$ cat src/rtl/regfile_pkg.sv
// Shared constants and types for the scoreboarded register file.
package regfile_pkg;

   localparam int unsigned WIDTH_DEF = 16;
   localparam int unsigned NREGS_DEF = 8;
   localparam int unsigned IDX_W_DEF = $clog2(NREGS_DEF);

   typedef logic [IDX_W_DEF-1:0] rf_idx_t;
   typedef logic [WIDTH_DEF-1:0] rf_word_t;

endpackage

$ cat src/rtl/regfile_sb_entry.sv
// One register-file entry: data word plus scoreboard busy flag.
module rf_entry #(
   parameter int unsigned WIDTH = 16
) (
   input  logic             clk,
   input  logic             reset,
   input  logic             we,
   input  logic             set_busy,
   input  logic [WIDTH-1:0] d,
   output logic [WIDTH-1:0] q,
   output logic             busy
);

   always_ff @(posedge clk or posedge reset) begin
      if (reset) begin
         q    <= '0;
         busy <= 1'b0;
      end else begin
         if (we) q <= d;
         // A newer producer issued on the same edge keeps the entry busy.
         if (set_busy)
            busy <= 1'b1;
         else if (we)
            busy <= 1'b0;
      end
   end

endmodule

$ cat src/rtl/regfile_sb.sv
// Two-read / one-write register file with per-entry busy bits and optional
// write-to-read bypass.
module regfile_sb
   import regfile_pkg::*;
#(
   parameter  int unsigned WIDTH    = WIDTH_DEF,
   parameter  int unsigned NREGS    = NREGS_DEF,
   parameter  bit          BYPASS   = 1'b1,
   parameter  bit          ZERO_REG = 1'b0,
   localparam int unsigned IDX_W    = $clog2(NREGS)
) (
   input  logic             clk,
   input  logic             reset,
   input  logic             load,
   input  logic [IDX_W-1:0] dest,
   input  logic [WIDTH-1:0] in,
   input  logic [IDX_W-1:0] src_a,
   input  logic [IDX_W-1:0] src_b,
   output logic [WIDTH-1:0] reg_a,
   output logic [WIDTH-1:0] reg_b,
   input  logic             mark,
   input  logic [IDX_W-1:0] mark_dest,
   output logic             busy_a,
   output logic             busy_b,
   output logic             busy_any
);

   logic [WIDTH-1:0] q [NREGS];
   logic [NREGS-1:0] busy;

   for (genvar i = 0; i < NREGS; i++) begin : g_ent
      localparam bit HARD0 = ZERO_REG && (i == 0);
      logic we;
      logic sb;

      assign we = load && (dest == IDX_W'(i)) && !HARD0;
      assign sb = mark && (mark_dest == IDX_W'(i)) && !HARD0;

      rf_entry #(
         .WIDTH (WIDTH)
      ) u_entry (
         .clk      (clk),
         .reset    (reset),
         .we       (we),
         .set_busy (sb),
         .d        (in),
         .q        (q[i]),
         .busy     (busy[i])
      );
   end

   // Zero-register and reset overrides are applied last so they also mask
   // the bypass path.
   always_comb begin
      reg_a  = q[src_a];
      busy_a = busy[src_a];
      if (BYPASS && load && (dest == src_a)) begin
         reg_a  = in;
         busy_a = 1'b0;
      end
      if (reset || (ZERO_REG && (src_a == '0))) begin
         reg_a  = '0;
         busy_a = 1'b0;
      end

      reg_b  = q[src_b];
      busy_b = busy[src_b];
      if (BYPASS && load && (dest == src_b)) begin
         reg_b  = in;
         busy_b = 1'b0;
      end
      if (reset || (ZERO_REG && (src_b == '0))) begin
         reg_b  = '0;
         busy_b = 1'b0;
      end
   end

   assign busy_any = |busy;

endmodule

$ cat config.mk
export PLATFORM = sky130hd
export DESIGN_NAME = regfile_sb
export DESIGN_NICKNAME = d
export VERILOG_FILES = /design/src/rtl/regfile_pkg.sv /design/src/rtl/regfile_sb_entry.sv /design/src/rtl/regfile_sb.sv
export SDC_FILE = /design/constraint.sdc
export NUM_CORES = 1
export LEC_CHECK = 0
export ABC_AREA = 1
export BUFFER_PORTS_ARGS = -buffer_cell sky130_fd_sc_hd__buf_2
export CAP_MARGIN = 0
export CORE_MARGIN = 1
export CORE_UTILIZATION = 25
export CTS_CLUSTER_SIZE = 25
export DETAILED_ROUTE_END_ITERATION = 7
export PLACE_DENSITY_LB_ADDON = 0.1
export SKIP_LAST_GASP = 1
export SYNTH_ARGS = -nofsm -noshare
export SYNTH_HDL_FRONTEND = slang
export SYNTH_HIERARCHICAL = 1
export SYNTH_SLANG_ARGS = --single-unit
$ cat constraint.sdc
create_clock -name clk -period 2.3 [get_ports clk]
set_input_delay 0.345 -clock clk [delete_from_list [all_inputs] [get_ports clk]]
set_output_delay 0.345 -clock clk [all_outputs]
set_load 0.05 [all_outputs]
; ---- Yosys cells after proc, flatten, opt, wreduce, memory -nomap -nowiden
; Index checks and enable logic that the tools add are counted.
; Widths: inputs -> output; s select.
[op_classes]
reduce_logical = 29
n_lt_le_gt_ge = 4
n_eq_ne = 16
n_mux = 34
n_bitwise = 2
[op_table]
columns = cell, count
row1 = $mux 16, 8
row2 = $bmux 16 s3, 2
row3 = $eq 3x3->1 const B, 8
row4 = $mux 1, 22
row5 = $logic_and 1x1->1, 18
row6 = $reduce_bool 2->1, 8
row7 = $eq 3x2->1 const B, 4
row8 = $ge 4x4->1 const B, 2
row9 = $lt 3x4->1 const B, 2
row10 = $not 3->4, 2
row11 = $reduce_or 8->1, 1
row12 = $bmux 1 s3, 2
row13 = $eq 3x1->1 const B, 2
row14 = $eq 3x3->1, 2
row15 = $logic_not 3->1, 2
[totals]
regBits = 136
wordCells = 101

; ---- Longest topological paths before layout
; Gate-level depths: netlist of run 1.
[depth]
word_depth = 6
ltp_mapped = 10
mapped_depth_nobuf = 8

; ---- By module
; The synthesis of run 1 kept the hierarchy.
[modules_own_cells]
columns = module, n_inst, area_per_inst_um2, seq_area_each_um2, cells_per_inst
row1 = rf_entry, 8, 678.2, 425.4, 73
row2 = regfile_sb, 1, 3512.1, 0.0, 824

; ---- Worst setup path before layout of run 1
; No wires, ideal clock.
[synth_timing]
kind = input to output
startpoint = in src_b[1]
endpoint = out reg_b[10]
setup_slack_ns = 0.184
path_buffers = 2
t_arrival_ns = 1.771
stages = 9
required_time_ns = 1.955
path_cell_list = buf_2 -> nand2_1 -> nand2_1 -> nor2_8 -> nand2_4 -> buf_6 -> nand2_1 -> nor2_1 -> nor2_1
[synth_via]
elab_chain_len = 6
[synth_rtl]
columns = element, line
row1 = "start, declared", regfile_sb.sv:18  ; input logic [IDX_W-1:0] src_b,
row2 = $not 3->4 (implied by the code), regfile_sb.sv:66  ; reg_b = q[src_b];
row3 = $bmux 16 s3, regfile_sb.sv:66
row4 = $mux 16 (implied by the code) (2 in a row), regfile_sb.sv:66
row5 = $mux 16 *, regfile_sb.sv:68  ; if (BYPASS && load && (dest == src_b)) begin
row6 = $mux 16 *, regfile_sb.sv:72  ; if (reset || (ZERO_REG && (src_b == '0))) begin
row7 = "end, declared", regfile_sb.sv:20  ; output logic [WIDTH-1:0] reg_b,
; Mark *: on every way between the ends. The rest lies on a longest branch, timed or not. The select of a mux whose other input is x is not followed.

; ---- Worst setup path in the final report of run 1
[layout_timing]
startpoint = in src_b[1]
endpoint = out reg_b[13]
; Same word-level chain as after synthesis.

==> results.md, run 1 <==
* Outcome: completed
* Clock sinks at 136
* WL final at 39,500 microns
* Dpl hpwl at 26,500 microns
* Max Cap Violations at 0
* FF+latch area at 3400 sq um
* First-pass GRT wire length at 59,600 microns
* Synth Warn # at 6
* Routed WL per cell at 20.4 microns
* Max_slew headroom at 0.490
* Cell Pwr Density at slightly below 800 nW/um^2
* HP Class: input port to async pin
* Chip height at 191 microns
* Final worst path period need at between 2 and 2.5 ns
* CTS buffer count at 17
* Tot GR Track Use at 0.226
* Final slew viol count at 0
* GR Overflow Total at 0
* Die Area at between 30,000 and 40,000 sq um
* CP startpoint kind: input port
* Psw at 0.00303 W
* Worst slew pin tran at 0.764 ns
* Multi-input logic area at 4680 sq um
* Share of cells above drive strength 1 at 0.158
* Tcrit/Tclk final at 0.949
* Post-layout util at 0.304
* Hold Vio Cnt, Final at 0
* Antenna violations before repair at 0
* Post-Synthesis Cells at about 1,400
* Crit. Startpoint: src_b[1]
* Clock root cell: clkbuf_16
* PortBufs at 66
* Largest net degree at the start of global routing at 67
* H-tree depth at 4
* TritonRoute pass-1 iters at 8
* Seq/Total Area, Yosys at 0.381
* Commonest cells after routing, fill and taps aside: 758 x nand2_1, 196 x nand3_1, 136 x dfrtp_1
* Required time of the worst setup path at approximately 2 ns
* Clock power frac at 0.354
* Worst Hold Slack at 0.109 ns
* GPL Wtd Cong at 0.874
* Worst reg2reg startpoint: g_ent[3].u_entry/q[13]
* Fill count at 3,973
* CTS clock-pin slew for the worst setup and hold paths at ~0.070 ns
* Leakage at 5.68 nW
* Sequential power share at 0.392
* Antenna cell count at 0
* Finish-stage setup viols at 0
* Area Overhead vs Synth at 18.6%
* Initial core utilization at 0.256
* Post-route design area at about 11,000 sq um
* Post-synth cell types at 23
* CTS tree: yes
* Final nets at 1,506
* Die W at approximately 190 microns
* CTS Hold Bufs at 0
* Sw frac at 0.364
* Max FO, Critical Path at 17
* Unrepaired setup endpoints after global routing: false
* FMAX at 0.458 GHz
* Flops & latches, synth at 136
* Mapped Area at 8940 sq um
* # IOs at 67
* CP endpoint kind: output port
* DP Area at between 9000 and 10,000 sq um
* Final ANT Viol Nets at 0
* DR DRC count at 0
* Num rows at 68
* Critical Setup Path Class: input port to output port
* Number of global-route vias before repair at 9,254
* Syn_nets at 1,440
* Commonest non-fill, non-tap cell in the layout: nand2_1
* Final setup skew at 0 ns
* Combinational Power Share at 0.254
* Core area at around 35,000 sq um
* Via count at 9,338
* Vias per cell at between 4 and 5
* Initial DRC Count at around 700
* Arrival @ worst endpoint at 1.84 ns
* Clk buf depth at 2
* Insertion delay to the later sink of the worst-skew pair at roughly 0.43 ns
* Worst VDD drop at 0.473 mV
* Avg Synthesized Cell Area at 6.35 sq um
* Internal cell power at between 0.005 and 0.006 W
## registers in the layout, summed over array words and instances (netlist names)
signal              count
g_ent.u_entry/q       128
g_ent.u_entry/busy      8
## what timing repair did
item | 4_1_cts | 5_1_grt
setup buffers | 0 | 0
hold endpoints to repair | 0 | 0
setup endpoints to repair | 1 | 0
resized for setup | 1 | 0
## worst max-delay path: stages
cell and delay, ns:
buf_2 0.17, nand2_1 0.11, nand2_1 0.12, nor2_8 0.12, nand2_4 0.18, nand2_1 0.16, nor2_1 0.05, nor2_1 0.24
buf_2 0.33
## per-layer routing
metal / share of wire / routed length [microns] / global-route usage / vias to the layer above
met2: 0.47 / 18400 / 0.364 / 321
met1: 0.47 / 18500 / 0.307 / 4498
li1: - / - / - / 4477
met4: 0.026 / 1020 / 0.0849 / 0
met3: 0.042 / 1650 / 0.0283 / 42
met5: 0 / 0 / 0 / -
## Yosys cell counts
library cell	number	area (sq um)
nor2_2	2	12.5
buf_4	26	195
buf_6	10	113
clkbuf_1	15	56.3
inv_8	8	90.1
o211ai_1	4	30.0
clkinv_1	1	3.75
a21oi_1	2	10.0
nor4_1	2	12.5
nor2_1	117	439
dfrtp_1	136	3400
nor2_4	1	11.3
nand2_1	758	2850
nand3_1	196	981
nand2_4	1	11.3
nand2_2	43	269
inv_2	8	30.0
buf_1	8	30.0
inv_1	41	154
o21ai_0	2	10.0
buf_8	8	120
nor2_8	1	20.0
buf_2	18	90.1
## power groups by stage
stage / Clock [W] / Combinational (W) / Sequential [W]
after floorplan: 0 / 0.00147 / 0.00317
after global placement: 0 / 0.00211 / 0.00329
after detailed placement: 0 / 0.00212 / 0.00329
after CTS: 0.00302 / 0.00213 / 0.00325
after global routing: 0.00312 / 0.00238 / 0.00332
final: 0.00294 / 0.00212 / 0.00326
## worst paths after layout
check	to	slack (ns)	cells after the start
setup / recovery	reg_b[13]	0.12	9
hold / removal	g_ent[1].u_entry/q[3]	0.11	3
setup reg to reg	g_ent[3].u_entry/q[13]	1.63	2
hold reg to reg	g_ent[6].u_entry/q[9]	0.50	2
max in group asynchronous	g_ent[2].u_entry/busy	1.56	3
min in group clk	g_ent[1].u_entry/busy	0.27	5
## kinds of logic after synthesis
family	after synthesis	share of synthesized area
AND/OR/NAND/NOR	1121	0.515
buffers and inverters	143	0.0987
flip-flops	136	0.381
AO/OA/AOI/OAI	8	0.00560
## per-stage QoR
step	power, W	setup TNS, ns	instances	worst slack, ns
2_1_floorplan	0.00464	0	1408	0.184
3_3_place_gp	0.00540	0	1910	0.00193
3_5_place_dp	0.00541	-0.0175	1910	-0.0175
4_1_cts	0.00840	0	1942	0.112
5_1_grt	0.00881	0	1942	0.0443
6_report	0.00832	0	1942	0.116
## cell type report
class | instances | share of cell area
Sequential cell | 136 | 0.321
Clock buffer | 19 | 0.0418
Timing Repair Buffer | 132 | 0.100
Inverter | 58 | 0.0262
Clock inverter | 13 | 0.0159
Multi-Input combinational cell | 1129 | 0.441
Tap cell | 455 | 0.0537
(Power assumes the default switching activity.)
==> run 2: changes to the inputs <==
ABC_AREA = not set   (was 1)
SYNTH_HIERARCHICAL = not set   (was 1)
==> run 2 against run 1 <==
  * First-iteration DRC count is 68% lower
  * Power is 2.1% higher
  * Clock skew stayed put
  * Synthesized cell count is 57% lower
  * Worst hold slack worse by 0.011 ns
  * Sequential cell count stayed put
  * Worst setup slack worse by 0.036 ns
  * Register-to-register slack worse by 0.12 ns
  * Final area is 10% lower
  * Critical path type unchanged
==> results.md, run 2 <==
* Cell Pwr Density at 892 nW/um^2 (+14%)
* DR DRC count at 0 (unchanged)
* Mapped Area at 7760 sq um (-13%)
* Tot GR Track Use at 0.161 (-0.0649)
* Chip height at 178 microns (-6.7%)
* Biggest regs: g_ent.u_entry.q (128), g_ent.u_entry.busy (8)
* CP endpoint kind: output port
* Leading area contributor after synthesis: dfrtp_1
* Area Overhead vs Synth at 22.6%
* Routed WL per cell at 22.1 microns (+8.4%)
* Max FO, Critical Path at 8 (-9)
* Flops & latches, synth at 136 (unchanged)
* Worst VDD drop at 0.432 mV (-8.7%)
* Num rows at 64 (-5.9%)
* Die Area at 31,800 sq um (-13%)
* Commonest non-fill, non-tap cell in the layout: dfrtp_1
* Number of global-route vias before repair at 5,898 (-36%)
* Synth Warn # at 0 (-6)
* Arrival @ worst endpoint at 1.87 ns (+0.03 ns)
* Post-synth cell types at 29 (+26%)
* Combinational Power Share at 0.253 (about the same)
* Avg Synthesized Cell Area at 12.8 sq um (+100%)
* Max Cap Violations at 0 (unchanged)
* TritonRoute pass-1 iters at 4 (-4)
* PortBufs at 66 (unchanged)
* Seq/Total Area, Yosys at 0.438 (+0.0577)
* Dpl hpwl at 16,000 microns (-39%)
* Internal cell power at 0.00589 W (+11%)
* Outcome: completed
* Top reg by flops: g_ent.u_entry.q
* CP startpoint kind: input port
* H-tree depth at 4 (unchanged)
* Final worst path period need at 2.22 ns (+0.0362 ns)
* WL final at 24,000 microns (-39%)
* Largest net degree at the start of global routing at 37 (-45%)
* Clock power frac at 0.355 (about the same)
* Critical Setup Path Class: input port to output port
* CTS buffer count at 17 (unchanged)
* Vias per cell at 4.97 (+3.4%)
* Sw frac at 0.307 (-0.0573)
* Tot Pwr at 0.00849 W (+2.1%)
* Sequential power share at 0.392 (about the same)
* Unrepaired setup endpoints after global routing: false
* Post-Synthesis Cells at 604 (-57%)
* Max_slew headroom at 0.521 (+0.0306)
* Leakage at 4.04 nW (-29%)
* Die W at 178 microns (-6.7%)
* Antenna cell count at 0 (unchanged)
* Psw at 0.00260 W (-14%)
* Clock sinks at 136 (unchanged)
* HP Class: input port to async pin
* Clk buf depth at 2 (unchanged)
* Synth area leaders: dfrtp_1 44%, mux2_2 17%, mux4_2 11%
* Yosys top cell area share at 0.438 (+0.0577)
* Via count at 5,416 (-42%)
* # IOs at 67 (unchanged)
* Initial core utilization at 0.254 (-0.00248)
* Top_reg_cell synth: dfrtp_1
* Required time of the worst setup path at 1.96 ns (about the same)
* Clock root cell: clkbuf_16
* CTS clock-pin slew for the worst setup and hold paths at 0.06 ns (about the same)
* Worst slew pin tran at 0.716 ns (-0.0474 ns)
* Initial DRC Count at 224 (-68%)
* FMAX at 0.450 GHz (-1.6%)
* Core area at 30,600 sq um (-12%)
* First-pass GRT wire length at 37,100 microns (-38%)
* Crit. Startpoint: src_a[1]
* Count leader, synth: dfrtp_1
* Post-synth EDFFs at 0 (unchanged)
* Syn_nets at 636 (-56%)
* GR Overflow Total at 0 (unchanged)
* Worst reg2reg startpoint: g_ent[5].u_entry.q[15]
* Commonest cells after routing, fill and taps aside: 136 x dfrtp_1, 119 x mux2_2, 65 x buf_2
* Fill count at 3,104 (-22%)
* Largest register FFs at 128 (unchanged)
* Final ANT Viol Nets at 0 (unchanged)
* Finish-stage setup viols at 0 (unchanged)
* Setup WS post-layout at 0.0802 ns (-0.0362 ns)
* Hold Vio Cnt, Final at 0 (unchanged)
* CTS tree: yes
* Final setup skew at 0 ns (unchanged)
* Insertion delay to the later sink of the worst-skew pair at 0.42 ns (about the same)
* Antenna violations before repair at 0 (unchanged)
* Final slew viol count at 0 (unchanged)
* Final nets at 712 (-53%)
* GPL Wtd Cong at 0.738 (-16%)
* Async set or reset register ratio after synthesis at 1.00 (unchanged)
* Pre-CTS setup slack at 0.0796 ns (+0.0972 ns)
* Tcrit/Tclk final at 0.965 (+0.0157)
* Share of cells above drive strength 1 at 0.491 (+0.333)
* Commonest cells in the netlist: 136 x dfrtp_1, 119 x mux2_2, 64 x mux2i_1
==> run 2: changes by cell type after synthesis, moves of 9 or more <==
cell,change
o21ai_0,+34
o22ai_1,+32
inv_1,-36
a21oi_1,+60
buf_4,-13
mux2_2,+119
mux4_2,+38
mux2i_1,+64
nor2_1,-117
nand3_1,-196
nand2_2,-43
nand2_1,-750
mux2_4,+9
==> run 2: final cells by class <==
class	count	area, sq um	share of cell area
Sequential cell	136	3400	0.358
Inverter	5	23.8	0.00250
Timing Repair Buffer	120	903	0.0949
Clock inverter	13	195	0.0205
Tap cell	396	495	0.0521
Clock buffer	19	453	0.0476
Multi-Input combinational cell	400	4040	0.425
==> run 2: cell families (layout without fill, tap and decap cells) <==
| family | count (synthesis) | in the layout | synth area share |
|---|---|---|---|
| buffers and inverters | 68 | 157 | 0.0461 |
| multiplexers | 230 | 230 | 0.383 |
| flip-flops | 136 | 136 | 0.438 |
| AND/OR/NAND/NOR | 32 | 32 | 0.0345 |
| XOR/XNOR | 6 | 6 | 0.00677 |
| AO/OA/AOI/OAI | 132 | 132 | 0.0912 |
==> run 2: final timing paths <==
kind,endpoint,slack (ns),depth (start not counted)
worst max-delay path,reg_a[11],0.08,7
worst min-delay path,g_ent[4].u_entry.q[0],0.1,3
worst max register to register,g_ent[5].u_entry.q[15],1.51,1
worst min register to register,g_ent[5].u_entry.q[12],0.52,1
max in group asynchronous,g_ent[1].u_entry.q[5],1.05,3
min in group clk,g_ent[0].u_entry.busy,0.19,2
==> run 2: through the flow <==
step / area, sq um / util / cells / setup TNS [ns] / hold WS (ns)
after floorplan: 7820 / - / 604 / -0.00354 / 0.455
after global placement: 8860 / 0.290 / 1056 / 0 / 0.371
after detailed placement: 8860 / 0.290 / 1056 / 0 / 0.368
after CTS: 9520 / 0.311 / 1089 / 0 / 0.0911
after global routing: 9520 / 0.311 / 1089 / 0 / 0.102
final: 9520 / 0.311 / 1089 / 0 / 0.0979
==> run 2: metal layers <==
layer  GRT usage  vias to the layer above  part of all wire
li1            -                     2457                 -
met1       0.204                     2820              0.44
met2       0.282                      114              0.52
met3      0.0254                       25             0.030
met4      0.0445                        0             0.015
met5           0                        -                 0
==> run 2: power groups by stage <==
stage,Combinational [W],Sequential (W),Clock (W)
final,0.00215,0.00332,0.00301
after floorplan,0.00171,0.00322,0
after detailed placement,0.00217,0.00336,0
after CTS,0.00218,0.00332,0.00309
after global routing,0.00233,0.00341,0.00319
after global placement,0.00213,0.00332,0
==> run 2: worst max-delay path: stages <==
cell,delay (ns)
clkbuf_4,0.19
or2_2,0.43
buf_4,0.20
o22ai_1,0.19
a21oi_1,0.09
a21oi_1,0.15
buf_2,0.27
==> run 2: what timing repair did <==
action,in CTS,in global routing
resized for setup,0,1
endpoints found under the setup margin,0,2
setup buffers,0,0
hold buffers,1,0
endpoints found under the hold margin,12,0
